`src/rtl/icache_refill_pkg.sv`:
```
// icache_refill_pkg: I-cache line geometry and refill FSM types shared across the I-side
package icache_refill_pkg;
    localparam int IC_LINE_WORDS = 4;
    typedef logic [IC_LINE_WORDS*32-1:0] ICData_t;
    typedef enum logic [1:0] {RF_IDLE, RF_ADDR, RF_DATA, RF_FILL} ICRefillState_t;
endpackage

```
`src/rtl/icache_refill.sv`:
```
// icache_refill: fetches one I-cache line as a single incrementing burst and presents it for one cycle
module icache_refill
    import icache_refill_pkg::*;
#(
    parameter int WORDS  = IC_LINE_WORDS,
    parameter int ADDR_W = 32
) (
    input  logic                  clk,
    input  logic                  rst,
    input  logic                  miss_req,
    input  logic [ADDR_W-1:0]     miss_addr,
    output logic                  miss_ready,
    input  logic                  cancel,
    output logic                  ar_valid,
    input  logic                  ar_ready,
    output logic [ADDR_W-1:0]     ar_addr,
    output logic [7:0]            ar_len,
    input  logic                  r_valid,
    output logic                  r_ready,
    input  logic [31:0]           r_data,
    input  logic                  r_last,
    output logic                  rvalid,
    output logic [WORDS*32-1:0]   rdata,
    output logic                  busy
);
    localparam int CW  = $clog2(WORDS);
    localparam int OFF = CW + 2;
    ICRefillState_t state, state_n;
    logic [CW-1:0] cnt;
    logic dropped;
    logic unused_ok;
    assign unused_ok = ^{r_last, miss_addr[OFF-1:0]};
    assign miss_ready = state == RF_IDLE;
    assign busy = state != RF_IDLE;
    assign ar_valid = state == RF_ADDR;
    assign r_ready = state == RF_DATA;
    assign rvalid = state == RF_FILL && !cancel;
    assign ar_len = 8'(WORDS - 1);
    always_comb begin
        state_n = state;
        unique case (state)
            RF_IDLE: state_n = miss_req ? RF_ADDR : RF_IDLE;
            RF_ADDR: state_n = ar_ready ? RF_DATA : RF_ADDR;
            RF_DATA: state_n = !(r_valid && cnt == CW'(WORDS - 1)) ? RF_DATA :
                               (dropped || cancel) ? RF_IDLE : RF_FILL;
            default: state_n = RF_IDLE;
        endcase
    end
    // A cancelled burst is still drained beat by beat; only the final presentation is dropped
    always_ff @(posedge clk) begin
        if (rst) begin
            state   <= RF_IDLE;
            cnt     <= '0;
            dropped <= 1'b0;
            ar_addr <= '0;
            rdata   <= '0;
        end else begin
            state <= state_n;
            if (state == RF_IDLE && miss_req) begin
                ar_addr <= {miss_addr[ADDR_W-1:OFF], {OFF{1'b0}}};
                cnt     <= '0;
                dropped <= 1'b0;
            end
            if ((state == RF_ADDR || state == RF_DATA) && cancel)
                dropped <= 1'b1;
            if (state == RF_DATA && r_valid) begin
                rdata[32*cnt +: 32] <= r_data;
                cnt <= cnt + 1'b1;
            end
        end
    end
endmodule

```
`config.mk`:
```
export PLATFORM = sky130hd
export DESIGN_NAME = icache_refill
export DESIGN_NICKNAME = d
export VERILOG_FILES = /design/src/rtl/icache_refill_pkg.sv /design/src/rtl/icache_refill.sv
export SDC_FILE = /design/constraint.sdc
export NUM_CORES = 1
export LEC_CHECK = 0
export ABC_AREA = 1
export CAP_MARGIN = 0
export CORE_AREA = 2 2 129 193
export DETAILED_ROUTE_END_ITERATION = 16
export DIE_AREA = 0 0 131 195
export PLACE_DENSITY = 0.62
export SYNTH_ARGS = -nofsm -noshare
export SYNTH_HDL_FRONTEND = slang
export SYNTH_SLANG_ARGS = --single-unit
```
`constraint.sdc`:
```
create_clock -name clk -period 2.4 [get_ports clk]
set_input_delay 0.48 -clock clk [delete_from_list [all_inputs] [get_ports clk]]
set_output_delay 0.48 -clock clk [all_outputs]
set_load 0.01 [all_outputs]
```
### Yosys cells after proc, flatten, opt, wreduce, memory -nomap -nowiden

Cells that the tools add are included.

* add/subtract/negate cells: 2
* muxes and demuxes: 10
* reductions and logical operators: 12
* equal/unequal tests: 4
* shift-type cells: 2

Operators with widths (count)
* bitwise mux 128 bit: 1
* variable shift 32 x 34 -> 128 bit (first input constant): 1
* indexed part select 32 x 34 -> 128 bit: 1
* negation 7 -> 34 bit: 1
* 2-to-1 mux 2 bit: 5
* equality test 2 bit (second input constant): 3
* case mux 2 bit (3 select lines): 1
* nonzero test 2 bit: 3
* logical AND 1 bit: 5
* 2-to-1 mux 1 bit: 3
* adder 2 x 1 -> 2 bit (second input constant): 1
* equality test 2 x 1 -> 1 bit (second input constant): 1
* logical NOT 2 bit: 1
* logical OR 1 bit: 2
* logical NOT 1 bit: 1

* register bits after elaboration: 161
* input port bits: 71
* word-level logic and storage cells: 35
* output and inout port bits: 173

### Longest topological paths before layout

* word-level depth: 4
* mapped depth: 11

### Worst setup path before layout

Ideal clock, no wire load.

* path kind: flip-flop to flip-flop
* start point: register cnt[0]
* end point: register rdata[10]
* path buffers: 3
* data arrival time: 1.951 ns
* library setup time: 0.070 ns
* period minus slack after synthesis: 2.021 ns
* slack: 0.379 ns
* cell stages (with the launch flop): 9
* cell sequence: dfxtp_1 -> buf_2 -> clkbuf_1 -> inv_1 -> ha_1 -> nor2_1 -> clkbuf_1 -> nand3_1 -> a21oi_1

* longest elaborated chain between the ends: 3

RTL lines
* start, declared: RTL line icache_refill.sv:29 `logic [CW-1:0] cnt;`
* start signal, assigned: RTL line icache_refill.sv:68 `cnt <= cnt + 1'b1;`
* negation 7 -> 34 bit (*): RTL line icache_refill.sv:67 `rdata[32*cnt +: 32] <= r_data;`
* indexed part select 32 x 34 -> 128 bit or variable shift 32 x 34 -> 128 bit (tied branches): RTL line icache_refill.sv:67
* bitwise mux 128 bit (*): RTL line icache_refill.sv:67
* end signal, assigned by index: RTL line icache_refill.sv:67
* end, declared: RTL line icache_refill.sv:23 `output logic [WORDS*32-1:0] rdata,`

Every way passes the cells marked *; elsewhere a longest branch is shown, timed or not.
A chain may end at the register's enable or synchronous reset.

### Worst setup path after layout

* start point: register state[0]
* end point: output r_ready

* longest elaborated chain between the ends: 1

RTL lines
* start, declared: RTL line icache_refill.sv:28 `ICRefillState_t state, state_n;`
* start signal, assigned: RTL line icache_refill.sv:58 `state <= state_n;`
* equality test 2 bit: RTL line icache_refill.sv:36 `assign r_ready = state == RF_DATA;`
* end, declared: RTL line icache_refill.sv:19 `output logic r_ready,`

No other way between the ends.

==> metrics.md <==
| Metric | Value |
|---|---|
| Fin crit share | `0.933` |
| Peak supply drop | `0.506 mV` |
| Resized cells post-CTS | `0` |
| Share of cells above drive strength 1 | `0.0476` |
| Final instance area | `10,200 sq um` |
| Iteration-0 DRC count of the detailed router | `roughly 460` |
| Final worst path period need | `2.24 ns` |
| Number of setup violations in the final report | `0` |
| Port-buffer cells | `226` |
| Yosys warnings | `0` |
| Root Driver | `clkbuf_16` |
| Most common cell after layout, fill and taps aside | `nand2_1` |
| Sequential share of the synthesized area | `0.457` |
| TNS Setup | `0 ns` |
| Most frequent cells in the layout | `285 x nand2_1, 226 x clkdlybuf4s50_1, 161 x dfxtp_1, 144 x inv_1, 122 x nor2_1` |
| Area grow syn2layout | `44.9%` |
| Placed cell area | `9610 sq um` |
| Worst reg2reg path depth | `9` |
| Element type at the critical path start | `flip-flop` |
| Outcome | `complete, no violations` |
| Min-Delay Startpoint | `dropped$_SDFFE_PP0P_` |
| Pre-antenna DRT Iters | `5` |
| GR Overflow Total | `0` |
| Arrival @ worst endpoint | `1.76 ns` |
| Hold buffer count at CTS | `0` |
| Area of the core | `approximately 24,000 sq um` |
| Reg-to-reg endpoint | `rdata[59]$_SDFFE_PP0P_` |
| Met2 wire len | `12,200 microns` |
| GRT Util Overall | `0.197` |
| Req. time, crit path | `1.92 ns` |
| Max-slew violation count | `0` |
| Combined area of all synthesized cells | `7050 sq um` |
| CTS tree | `built` |
| Number of global-route vias before repair | `6,673` |
| Die height | `195 microns` |
| Max H-tree Level | `4` |
| Largest net degree at the start of global routing | `63` |
| Clock transition at path regs | `0.06 ns` |
| CTS buffer count | `17` |
| Initial antenna violation count | `2` |
| Gp weighted congestion | `0.838` |
| #FFs+latches synth | `161` |
| Pwr/cell area | `614 nW/um^2` |
| Worst r2r src | `cnt[1]$_SDFFE_PP0P_` |
| Hpwl dp | `17,500 microns` |
| Starting Density | `0.297` |
| Max-cap violation count | `0` |
| WL/cell | `15.8 microns` |
| Width of the die | `131 microns` |
| M1 WL | `between 10,000 and 15,000 microns` |
| Post-CTS Setup Inserts | `0` |
| First-pass GRT wire length | `38,200 microns` |
| Post-route clock skew | `0.0112 ns` |
| Clock insertion delay at the later pin of the skew report | `between 0.4 and 0.5 ns` |
| Hold Path Cell Cnt | `2` |
| Via density | `4.49` |
| Critical path type | `reg2out` |
| Post-synthesis area per instance | `6.70 sq um` |
| Met3 wire length | `1180 microns` |
| Maximum clock path buffer count | `2` |
| CP endpoint kind | `output port` |
| Hold Path Sink | `dropped$_SDFFE_PP0P_` |
| Drt total wl | `about 25,000 microns` |
| Post-Syn Instances | `approximately 1.1k` |
| DRC | `0` |
| Final count of hold timing violations | `0` |
| Fmax achieved | `~0.45 GHz` |
| Uppermost routed layer | `met4` |
| Hold WC Path Type | `reg2reg` |
| Full die area | `~26,000 sq um` |
| CTS Sinks | `161` |
| Unrepaired setup endpoints after global routing | `no` |
| Crit Path Max Fanout | `6` |
| Final ANT Viol Nets | `0` |
| R2r setup slk | `approximately 0.65 ns` |
| Via count | `~7.1k` |
| I/O pin cnt | `244` |
| Row count | `69` |
| NumNets Final | `1,327` |
| Count of cell types in the netlist | `17` |
| P_leak | `0.00461 uW` |
## Yosys cell counts
library cell,instances,area (sq um)
a21oi_1,106,531
buf_1,2,7.51
buf_2,34,170
buf_4,12,90.1
clkbuf_1,31,116
clkbuf_2,2,10.0
conb_1,2,7.51
dfxtp_1,161,3220
ha_1,9,113
inv_1,145,544
nand2_1,285,1070
nand2_2,1,6.26
nand3_1,67,335
nor2_1,128,480
nor2_4,2,22.5
o21ai_0,63,315
o21ai_1,2,10.0
## worst max-delay path, stage by stage (launching register included)
cell	delay, ns
dfxtp_1	0.33
inv_1	0.08
ha_1	0.30
clkdlybuf4s50_1	0.60
## stage by stage
step	utilization	instances	power [uW]	hold WS [ns]	setup slack, ns
2_1_floorplan	-	1062	3140	0.441	0.379
3_3_place_gp	0.405	1547	3490	0.448	0.332
3_5_place_dp	0.405	1547	3500	0.461	0.332
4_1_cts	0.430	1579	6350	0.471	0.138
5_1_grt	0.430	1581	6520	0.505	0.113
6_report	0.430	1581	6270	0.465	0.162
## per-layer routing
layer	track usage	vias to the layer above
li1	-	3579
met2	0.326	241
met3	0.0345	48
met4	0.101	0
met5	0	-
met1	0.243	3231
## worst max-delay path by stage
stage,startpoint,end,slack (ns),cells after the start
detailed placement,cancel,rvalid,0.33,3
global placement,cancel,rvalid,0.33,3
global route,state[0]$_SDFF_PP0_,r_ready,0.11,3
CTS,state[0]$_SDFF_PP0_,r_ready,0.14,3
finish,state[0]$_SDFF_PP0_,r_ready,0.16,3
floorplan,cnt[0]$_SDFFE_PP0P_,rdata[10]$_SDFFE_PP0P_,0.38,8
## cell families after synthesis
kind of cell    synth area share
simple gates               0.271
buf+inv                    0.133
compound gates             0.121
flops                      0.457
fa+ha+maj                 0.0160
other cells              0.00106
## report_power, final
part / internal [uW] / switching (uW) / total (uW)
combinational: 308 / 350 / 658
sequential: 2740 / 35.3 / 2780
clock: 1670 / 1160 / 2840
## state kept, by name, indices dropped and copies added, names as in the netlist
name and cells:
rdata 128, ar_addr 28, cnt 2, state 2, dropped 1
## layout make-up
cell class	instances	area, sq um
Sequential cell	161	3220
Clock buffer	21	450
Tap cell	319	399
Timing Repair Buffer	247	2490
Inverter	145	546
Fill cell	2443	13500
Multi-Input combinational cell	675	2940
Antenna cell	2	5.00
Clock inverter	11	154
No activity file was read; power rests on OpenSTA's default activity.
